===== src/rtl/running_max_pkg.sv =====
// Shared types and constants for the running-max stage.
// Score/difference format, V vector type and row FSM states.
package running_max_pkg;

    localparam int MAX_EMBEDDING_DIM = 4;
    localparam int INTEGER_WIDTH     = 8;

    localparam int EXPMUL_DIFF_IN_W = 8;
    localparam int EXPMUL_DIFF_IN_F = 4;

    localparam int RUNMAX_ROW_LEN = MAX_EMBEDDING_DIM;

    typedef logic signed [EXPMUL_DIFF_IN_W-1:0] EXPMUL_DIFF_IN_QT;

    typedef logic [MAX_EMBEDDING_DIM-1:0][INTEGER_WIDTH-1:0] V_VECTOR_T;

    typedef enum logic {
        IDLE = 1'b0,
        ROW  = 1'b1
    } RUNMAX_STATE_E;

endpackage


===== src/rtl/sat_sub_nonpos.sv =====
// Signed a - b, clamped to [-2^(W-1), 0].
// Positive results cannot occur upstream; they clamp to 0 anyway.
module sat_sub_nonpos #(
    parameter int W = 8
) (
    input  logic signed [W-1:0] a,
    input  logic signed [W-1:0] b,
    output logic signed [W-1:0] y
);

    logic signed [W:0] d;

    // One extra bit so the raw difference never wraps.
    // In range negatives have the top two bits both set.
    always_comb begin
        d = {a[W-1], a} - {b[W-1], b};
        if (!d[W]) begin
            y = '0;
        end else if (!d[W-1]) begin
            y = {1'b1, {(W-1){1'b0}}};
        end else begin
            y = d[W-1:0];
        end
    end

endmodule


===== src/rtl/running_max.sv =====
// Online-softmax front end: running row max plus the two
// non-positive exponent arguments, one register stage deep.
module running_max
    import running_max_pkg::*;
#(
    parameter int SCORE_W = EXPMUL_DIFF_IN_W,
    parameter int DIM     = MAX_EMBEDDING_DIM,
    parameter int ELEM_W  = INTEGER_WIDTH,
    parameter int ROW_LEN = RUNMAX_ROW_LEN
) (
    input  logic                          clk,
    input  logic                          rst,
    input  logic                          vld_in,
    output logic                          rdy_out,
    input  logic signed [SCORE_W-1:0]     s_in,
    input  logic [DIM-1:0][ELEM_W-1:0]    v_in,
    output logic                          vld_out,
    input  logic                          rdy_in,
    output logic signed [SCORE_W-1:0]     diff_s_out,
    output logic signed [SCORE_W-1:0]     diff_m_out,
    output logic                          first_out,
    output logic                          last_out,
    output logic [DIM-1:0][ELEM_W-1:0]    v_out,
    output RUNMAX_STATE_E                 state_out
);

    localparam int IDX_W = $clog2(ROW_LEN);
    localparam logic [IDX_W-1:0] IDX_LAST = IDX_W'(ROW_LEN - 1);
    localparam logic signed [SCORE_W-1:0] S_MIN =
        {1'b1, {(SCORE_W-1){1'b0}}};

    logic                       vld_q, vld_d;
    logic signed [SCORE_W-1:0]  ds_q, ds_d;
    logic signed [SCORE_W-1:0]  dm_q, dm_d;
    logic                       first_q, first_d;
    logic                       last_q, last_d;
    logic [DIM-1:0][ELEM_W-1:0] v_q, v_d;
    logic signed [SCORE_W-1:0]  m_q, m_d;
    logic [IDX_W-1:0]           idx_q, idx_d;
    RUNMAX_STATE_E              state_q, state_d;

    logic                       xfer;
    logic                       row_start;
    logic                       is_last;
    logic signed [SCORE_W-1:0]  m_new;
    logic signed [SCORE_W-1:0]  ds_raw;
    logic signed [SCORE_W-1:0]  dm_raw;
    logic signed [SCORE_W-1:0]  ds_new;
    logic signed [SCORE_W-1:0]  dm_new;

    assign rdy_out = !vld_q || rdy_in;
    assign xfer    = vld_in && rdy_out;

    sat_sub_nonpos #(.W(SCORE_W)) u_sub_s (
        .a (s_in),
        .b (m_new),
        .y (ds_raw)
    );

    sat_sub_nonpos #(.W(SCORE_W)) u_sub_m (
        .a (m_q),
        .b (m_new),
        .y (dm_raw)
    );

    // New max and exponent arguments; a row start ignores the old max.
    always_comb begin
        row_start = (idx_q == '0);
        is_last   = (idx_q == IDX_LAST);
        if (row_start) begin
            m_new = s_in;
        end else if (s_in > m_q) begin
            m_new = s_in;
        end else begin
            m_new = m_q;
        end
        ds_new = row_start ? '0 : ds_raw;
        dm_new = row_start ? S_MIN : dm_raw;
    end

    // Output register load/drain, row counter and row FSM.
    always_comb begin
        vld_d   = vld_q;
        ds_d    = ds_q;
        dm_d    = dm_q;
        first_d = first_q;
        last_d  = last_q;
        v_d     = v_q;
        m_d     = m_q;
        idx_d   = idx_q;
        state_d = state_q;

        if (xfer) begin
            vld_d   = 1'b1;
            ds_d    = ds_new;
            dm_d    = dm_new;
            first_d = row_start;
            last_d  = is_last;
            v_d     = v_in;
            m_d     = m_new;
            idx_d   = is_last ? '0 : idx_q + IDX_W'(1);
        end else if (vld_q && rdy_in) begin
            vld_d = 1'b0;
        end

        unique case (state_q)
            IDLE: if (xfer) state_d = ROW;
            ROW:  if (xfer && is_last) state_d = IDLE;
            default: state_d = IDLE;
        endcase
    end

    // State register with synchronous active-low reset.
    always_ff @(posedge clk) begin
        if (!rst) begin
            vld_q   <= 1'b0;
            ds_q    <= '0;
            dm_q    <= '0;
            first_q <= 1'b0;
            last_q  <= 1'b0;
            v_q     <= '0;
            m_q     <= S_MIN;
            idx_q   <= '0;
            state_q <= IDLE;
        end else begin
            vld_q   <= vld_d;
            ds_q    <= ds_d;
            dm_q    <= dm_d;
            first_q <= first_d;
            last_q  <= last_d;
            v_q     <= v_d;
            m_q     <= m_d;
            idx_q   <= idx_d;
            state_q <= state_d;
        end
    end

    assign vld_out    = vld_q;
    assign diff_s_out = ds_q;
    assign diff_m_out = dm_q;
    assign first_out  = first_q;
    assign last_out   = last_q;
    assign v_out      = v_q;
    assign state_out  = state_q;

endmodule


===== config.mk =====
export PLATFORM = sky130hd
export DESIGN_NAME = running_max
export DESIGN_NICKNAME = d
export VERILOG_FILES = /design/src/rtl/running_max_pkg.sv /design/src/rtl/sat_sub_nonpos.sv /design/src/rtl/running_max.sv
export SDC_FILE = /design/constraint.sdc
export NUM_CORES = 1
export LEC_CHECK = 0
export ABC_AREA = 0
export CAP_MARGIN = 20
export CORE_ASPECT_RATIO = 1.1
export CORE_MARGIN = 2
export CORE_UTILIZATION = 35
export DETAILED_ROUTE_END_ITERATION = 8
export PLACE_DENSITY = 0.67
export SYNTH_ARGS = -nofsm -noshare
export SYNTH_HDL_FRONTEND = slang
export SYNTH_SLANG_ARGS = --single-unit

===== constraint.sdc =====
create_clock -name clk -period 6.63 [get_ports clk]
set_clock_uncertainty 0.2 [all_clocks]
set_input_delay 0.9945 -clock clk [delete_from_list [all_inputs] [get_ports clk]]
set_output_delay 0.9945 -clock clk [all_outputs]
set_load 0.02 [all_outputs]

# --- Yosys cells after proc, flatten, opt, wreduce, memory -nomap -nowiden ---
# Index checks and enable logic that the tools add are counted.
totals:
  regBits: 62
op_classes:
  add_sub_neg: 3
  n_lt_le_gt_ge: 1
  eq_ne: 1
  n_mux: 14
  n_bitwise: 1
  n_reduce_logical: 7
op_table:
  columns: ["operator", "count"]
  rows:
  - ["$mux 8", 6]
  - ["$sub 8x8->9", 2]
  - ["$mux 7", 2]
  - ["$gt 8x8->1", 1]
  - ["$mux 1", 4]
  - ["$logic_and 1x1->1", 3]
  - ["$add 2x1->2 const B", 1]
  - ["$eq 2x2->1 const B", 1]
  - ["$logic_not 2->1", 1]
  - ["$mux 2", 1]
  - ["$pmux 1 s2", 1]
  - ["$reduce_bool 2->1", 1]
  - ["$logic_not 1->1", 1]
  - ["$logic_or 1x1->1", 1]
  - ["$not 1->1", 1]

# --- Logic depth before layout (Yosys ltp) ---
logic_depth:
  depth_word: 7
  mapped_depth: 18
  ltp_nobuf: 17

# --- By module ---
# From an unflattened synthesis, not the netlist that was laid out.
unflattened:
  hier_cells: 433
  hier_area_um2: 3557.2
by_module_without_submodules:
  columns: ["module", "n_inst", "cells_each", "area_each_um2", "seq_area_each_um2"]
  rows:
  - ["running_max", 1, 317, 2741.4, 1241.2]
  - ["sat_sub_nonpos", 2, 58, 407.9, 0.0]

# --- Worst setup path after synthesis ---
# Ideal clock, no wire load.
synth_path:
  path_type: "input to register"
  start: "input s_in[5]"
  end: "register dm_q[3], in the netlist diff_m_out[3]"
  setup_time_ns: 0.074
  t_arrival_ns: 4.732
  path_slack_ns: 1.624
  stages: 16
  cell_sequence: "ha_1 -> a21o_1 -> a2111o_1 -> o32a_1 -> buf_6 -> o21ai_0 -> ha_1 -> inv_1 -> ha_1 -> o31ai_1 -> a32oi_1 -> o311ai_0 -> nand4_1 -> a311oi_2 -> inv_1 -> o21ai_0"
synth_via:
  elab_chain_cells: 7
synth_rtl:
  columns: ["element", "line", "rtl"]
  rows:
  - ["start: declaration", "running_max.sv:15", "input logic signed [SCORE_W-1:0] s_in,"]
  - ["$gt 8x8->1 (*)", "running_max.sv:72", "end else if (s_in > m_q) begin"]
  - ["$mux 8 (*)", "running_max.sv:72", null]
  - ["$mux 8 (*)", "running_max.sv:70", "if (row_start) begin"]
  - ["net m_new[0]", "running_max.sv:45", "logic signed [SCORE_W-1:0] m_new;"]
  - ["$sub 8x8->9 (*)", "sat_sub_nonpos.sv:16", "d = {a[W-1], a} - {b[W-1], b};"]
  - ["$mux 7", "sat_sub_nonpos.sv:19", "end else if (!d[W-1]) begin"]
  - ["$mux 8 (*)", "sat_sub_nonpos.sv:17", "if (!d[W]) begin"]
  - ["$mux 8 (*)", "running_max.sv:78", "dm_new = row_start ? S_MIN : dm_raw;"]
  - ["end signal: assignment", "running_max.sv:128", "dm_q <= dm_d;"]
  - ["end: declaration", "running_max.sv:34", "logic signed [SCORE_W-1:0] dm_q, dm_d;"]
# The timed path passes the listed nets; every way through them passes the cells marked *.
# A chain may end at the register's enable or synchronous reset.

# --- Final worst setup path ---
layout_path:
  start: "input s_in[5]"
  end: "register dm_q[6], in the netlist diff_m_out[6]"
# The elaborated chain is that of the path after synthesis.

==> impl_summary.md <==
CTS
Clock-pin slew was measured on the worst setup and hold paths at 0.07 ns. In this run, post-CTS repair resized a total of 0 instances. The insertion delay of the later-clocked pin in the worst-skew pair is 0.35 ns. The number of buffers on the longest clock path is 2. Once the clock tree was built, the setup fixing pass inserted 0 buffers. The clock tree from TritonCTS is done. CTS saw 62 sinks. In this run the clock root is driven by a sky130_fd_sc_hd__clkbuf_8. The H-tree depth reported by CTS is 3. The count of hold buffers inserted by post-cts repair is 0. In this run, CTS created clock tree buffers numbering 9.

Logic synthesis
The net count after synthesis is 482. By area the synthesized netlist is led by sky130_fd_sc_hd__dfxtp_1 (38%), sky130_fd_sc_hd__nand2_1 (11%), sky130_fd_sc_hd__a21oi_1 (8.8%). In this run the biggest area consumer among cell types represents 38.4% of the synthesized area. The most frequently used cell type in the post-synthesis netlist is sky130_fd_sc_hd__nand2_1.

Counting flops with a built-in enable in the synthesized netlist gives 0. After synthesis, the share of flip-flops with an asynchronous set or reset is 0%. The gate count of the mapped netlist is 418. Counting instances in the post-synthesis netlist gives the leading cell types as sky130_fd_sc_hd__nand2_1 (95), sky130_fd_sc_hd__dfxtp_1 (62), sky130_fd_sc_hd__a21oi_1 (57). In this run the mean area of a mapped cell was between 7 and 8 µm². The cell type with the highest aggregate area in the netlist is sky130_fd_sc_hd__dfxtp_1. Among all flip-flop cells after synthesis, the most frequent one is sky130_fd_sc_hd__dfxtp_1. Sequential cells were found to cover 38.4% of the synthesized design area. In this run, synthesis produced a sequential element count of 62. The mapped cell area is 3230 µm². Counting distinct cell types in the post-synthesis netlist gives 46. The count of warnings emitted by yosys is 0.

Floorplanning
The overall die area is 10000 µm². In this run the horizontal extent of the chip is approximately 96 µm. The floorplan has 36 rows. The overall die height is around 100 µm. For this design the top-level I/O count stands at 97. The initial core utilization is 36.3%. The placeable core region is 8920 µm².

Timing
The remaining max-slew budget at the tightest pin is 35.5%. The maximum operating frequency is ~180 MHz. The final worst-path cycle share is 83.2%. The final count of pins violating max slew is 0. The pin slew with the least headroom to its limit is 0.965 ns. The post-route setup TNS is 0 ns. Setup slack on the critical path of the routed design comes to 1.12 ns. The time the worst path needs with I/O delays and setup is 5.51 ns. The tightest hold path in the finished design has a slack of 0.251 ns. The total count of hold-check failures in the final report came to 0. Setup repair after global routing left no endpoint under its margin. Setup violations remaining at the end of the flow were counted as 0.

Setup path
The delay of the slowest cell on the worst path is 0.48 ns. In this run the worst path has a maximum fanout of 5. The nature of the critical path startpoint is a primary input. Data on the critical path is required at its endpoint by between 6 and 7 ns. The type of element capturing the critical path is a flip-flop. STA puts the critical path data arrival time at 5.58 ns. The critical path in this run is classified as primary input to flip-flop. The most numerous cell type found on the critical path is sky130_fd_sc_hd__ha_1. For this design, the slowest cell found on the critical path is sky130_fd_sc_hd__a2111o_1. Traced cell by cell, the critical path runs through clkdlybuf4s50_1, ha_1, a21o_1, a2111o_1, o32a_1, o21ai_0, ha_1, inv_1, ha_1, o31ai_1, a32oi_1, o311ai_0, nand4_1, a311oi_2, inv_1, o21ai_0.

Power and ir drop
After layout, the design draws a total of 0.979 mW. The worst vdd rail ir drop is about 0.13 mV. For this design the static power due to leakage is around 1.7 nW. Power spread over the standard cell area amounts to 218 nW/µm².

Route
After detailed routing, the number of vias per cell comes to 5.09. The post-detailed-route DRC marker count is 0. The initial DRC count is 114. Detailed routing inserted a total of about 3200 vias. Dividing the detail-routed wire length by the instance count gives 14.1 µm. The final antenna-violating net count is 0. For this block, the routed nets add up to between 8 and 9 mm of wire. The number of optimization iterations in the first detailed-route pass is 4.

Finish
The net count reported at finish is 575. The count of antenna diodes in the layout is 0. With fillers left out, the area of the finished cells amounts to 4490 µm². The area growth from synthesis to final layout is 39.0%. The final cell utilization of the core is 50.4%. The fraction of final layout cells sized beyond drive strength 1 is 5.23%. Once layout is complete, the cells apart from fillers number 630.

Place
The placed wire-length estimate after detailed placement is 6.55 mm. The count of input and output buffers is 96. The global placement routability congestion is 0.896. In this run, placement finished with an instance count of approximately 610. After detailed placement, the total cell area comes to roughly 4300 µm². The setup slack after placement is around 0.74 ns.

Global routing
The global-route wire length before repair is 14.7 mm. The maximum number of pins on one net before global-route repair is between 40 and 50. The number of antenna violations at the first check in global routing was 0.

For this run the aggregate overflow at the end of global routing stands at 0. Global routing used between 10% and 20% of the available tracks. The number of global-route vias before repair is approximately 3200.

Min path
The min-delay analysis places its worst path in the category flip-flop to flip-flop.

Outcome
The flow ran to the end, and the final reports show no timing, DRC or antenna violations.

Run
The max-cap check violation count is 0.
==> per-layer routing <==
layer / vias up / part of all wire, % / routed length, µm / GRT usage (%)
met1: 1440 / 45 / 3960 / 22.7
met3: 13 / 9.2 / 814 / 8.36
li1: 1629 / - / - / -
met5: - / 0 / 0 / 0
met2: 125 / 44 / 3950 / 28.2
met4: 0 / 1.9 / 167 / 7.24
==> cell families (layout without fill, tap and decap cells) <==
kind of cell / after synthesis / count (layout) / share of synthesized area (%)
compound gates: 117 / 117 / 23.4
xor+xnor: 8 / 8 / 2.17
fa+ha+maj: 21 / 21 / 8.05
buf+inv: 41 / 139 / 4.99
flops: 62 / 62 / 38.4
mux: 2 / 2 / 0.735
simple gates: 167 / 167 / 22.3
==> flip-flops by register name, summed over array words and instances (netlist names) <==
| register | cells |
|---|---|
| first_out | 1 |
| idx_q | 2 |
| diff_m_out | 8 |
| state_out | 1 |
| v_out | 32 |
| last_out | 1 |
| vld_out | 1 |
| diff_s_out | 8 |
| m_q | 8 |
==> final timing paths <==
| check | from | endpoint | slack, ns | cells after the start |
|---|---|---|---|---|
| worst max-delay path | s_in[5] | diff_m_out[6] | 1.12 | 16 |
| worst min-delay path | diff_s_out[4] | diff_s_out[4] | 0.25 | 2 |
| worst max register to register | m_q[5] | diff_m_out[6] | 1.89 | 16 |
| worst min register to register | diff_s_out[4] | diff_s_out[4] | 0.25 | 2 |
==> critical path, delay by kind of cell <==
| family | cells | cell delay (ns) |
|---|---|---|
| AOI/OAI and AO/OA | 9 | 2.94 |
| and+or+nand+nor | 1 | 0.17 |
| adders and majority gates | 3 | 0.82 |
| buffers and inverters | 3 | 0.64 |
==> where the power goes <==
part	internal, mW	switching (mW)	total [mW]	leakage (nW)
logic	0.106	0.135	0.241	1.11
registers	0.392	0.0114	0.403	0.508
clock network	0.174	0.161	0.335	0.0914
==> cell type report <==
cell class,count,area [µm²]
fillers,878,4420
multi-input cells,315,1830
flip-flops and latches,62,1240
repair buffers,101,998
well taps,114,143
clock buffers,9,124
inverters,22,82.6
clock inverters,7,75.1
==> cell usage in the layout, fill, tap and decap left out, types with 3 or more instances in the layout <==
| cell | netlist | final |
|---|---|---|
| sky130_fd_sc_hd__a31oi_1 | 3 | 3 |
| sky130_fd_sc_hd__nor4_1 | 4 | 4 |
| sky130_fd_sc_hd__nor3_1 | 3 | 3 |
| sky130_fd_sc_hd__nand2_1 | 95 | 95 |
| sky130_fd_sc_hd__dfxtp_1 | 62 | 62 |
| sky130_fd_sc_hd__nand3_1 | 4 | 4 |
| sky130_fd_sc_hd__nor2_1 | 32 | 32 |
| sky130_fd_sc_hd__nor2b_1 | 10 | 10 |
| sky130_fd_sc_hd__xnor2_1 | 6 | 6 |
| sky130_fd_sc_hd__nand4_1 | 4 | 4 |
| sky130_fd_sc_hd__inv_1 | 22 | 22 |
| sky130_fd_sc_hd__clkbuf_8 | 0 | 9 |
| sky130_fd_sc_hd__o31ai_1 | 3 | 3 |
| sky130_fd_sc_hd__clkinvlp_4 | 0 | 3 |
| sky130_fd_sc_hd__and3_1 | 3 | 3 |
| sky130_fd_sc_hd__nand2b_1 | 10 | 10 |
| sky130_fd_sc_hd__o21ai_0 | 22 | 22 |
| sky130_fd_sc_hd__clkdlybuf4s50_1 | 0 | 96 |
| sky130_fd_sc_hd__a21oi_1 | 57 | 57 |
| sky130_fd_sc_hd__ha_1 | 20 | 20 |
| sky130_fd_sc_hd__a211oi_1 | 4 | 4 |
| sky130_fd_sc_hd__o211ai_1 | 4 | 4 |
| sky130_fd_sc_hd__buf_4 | 0 | 5 |
No activity file was read; power rests on OpenSTA's default activity.
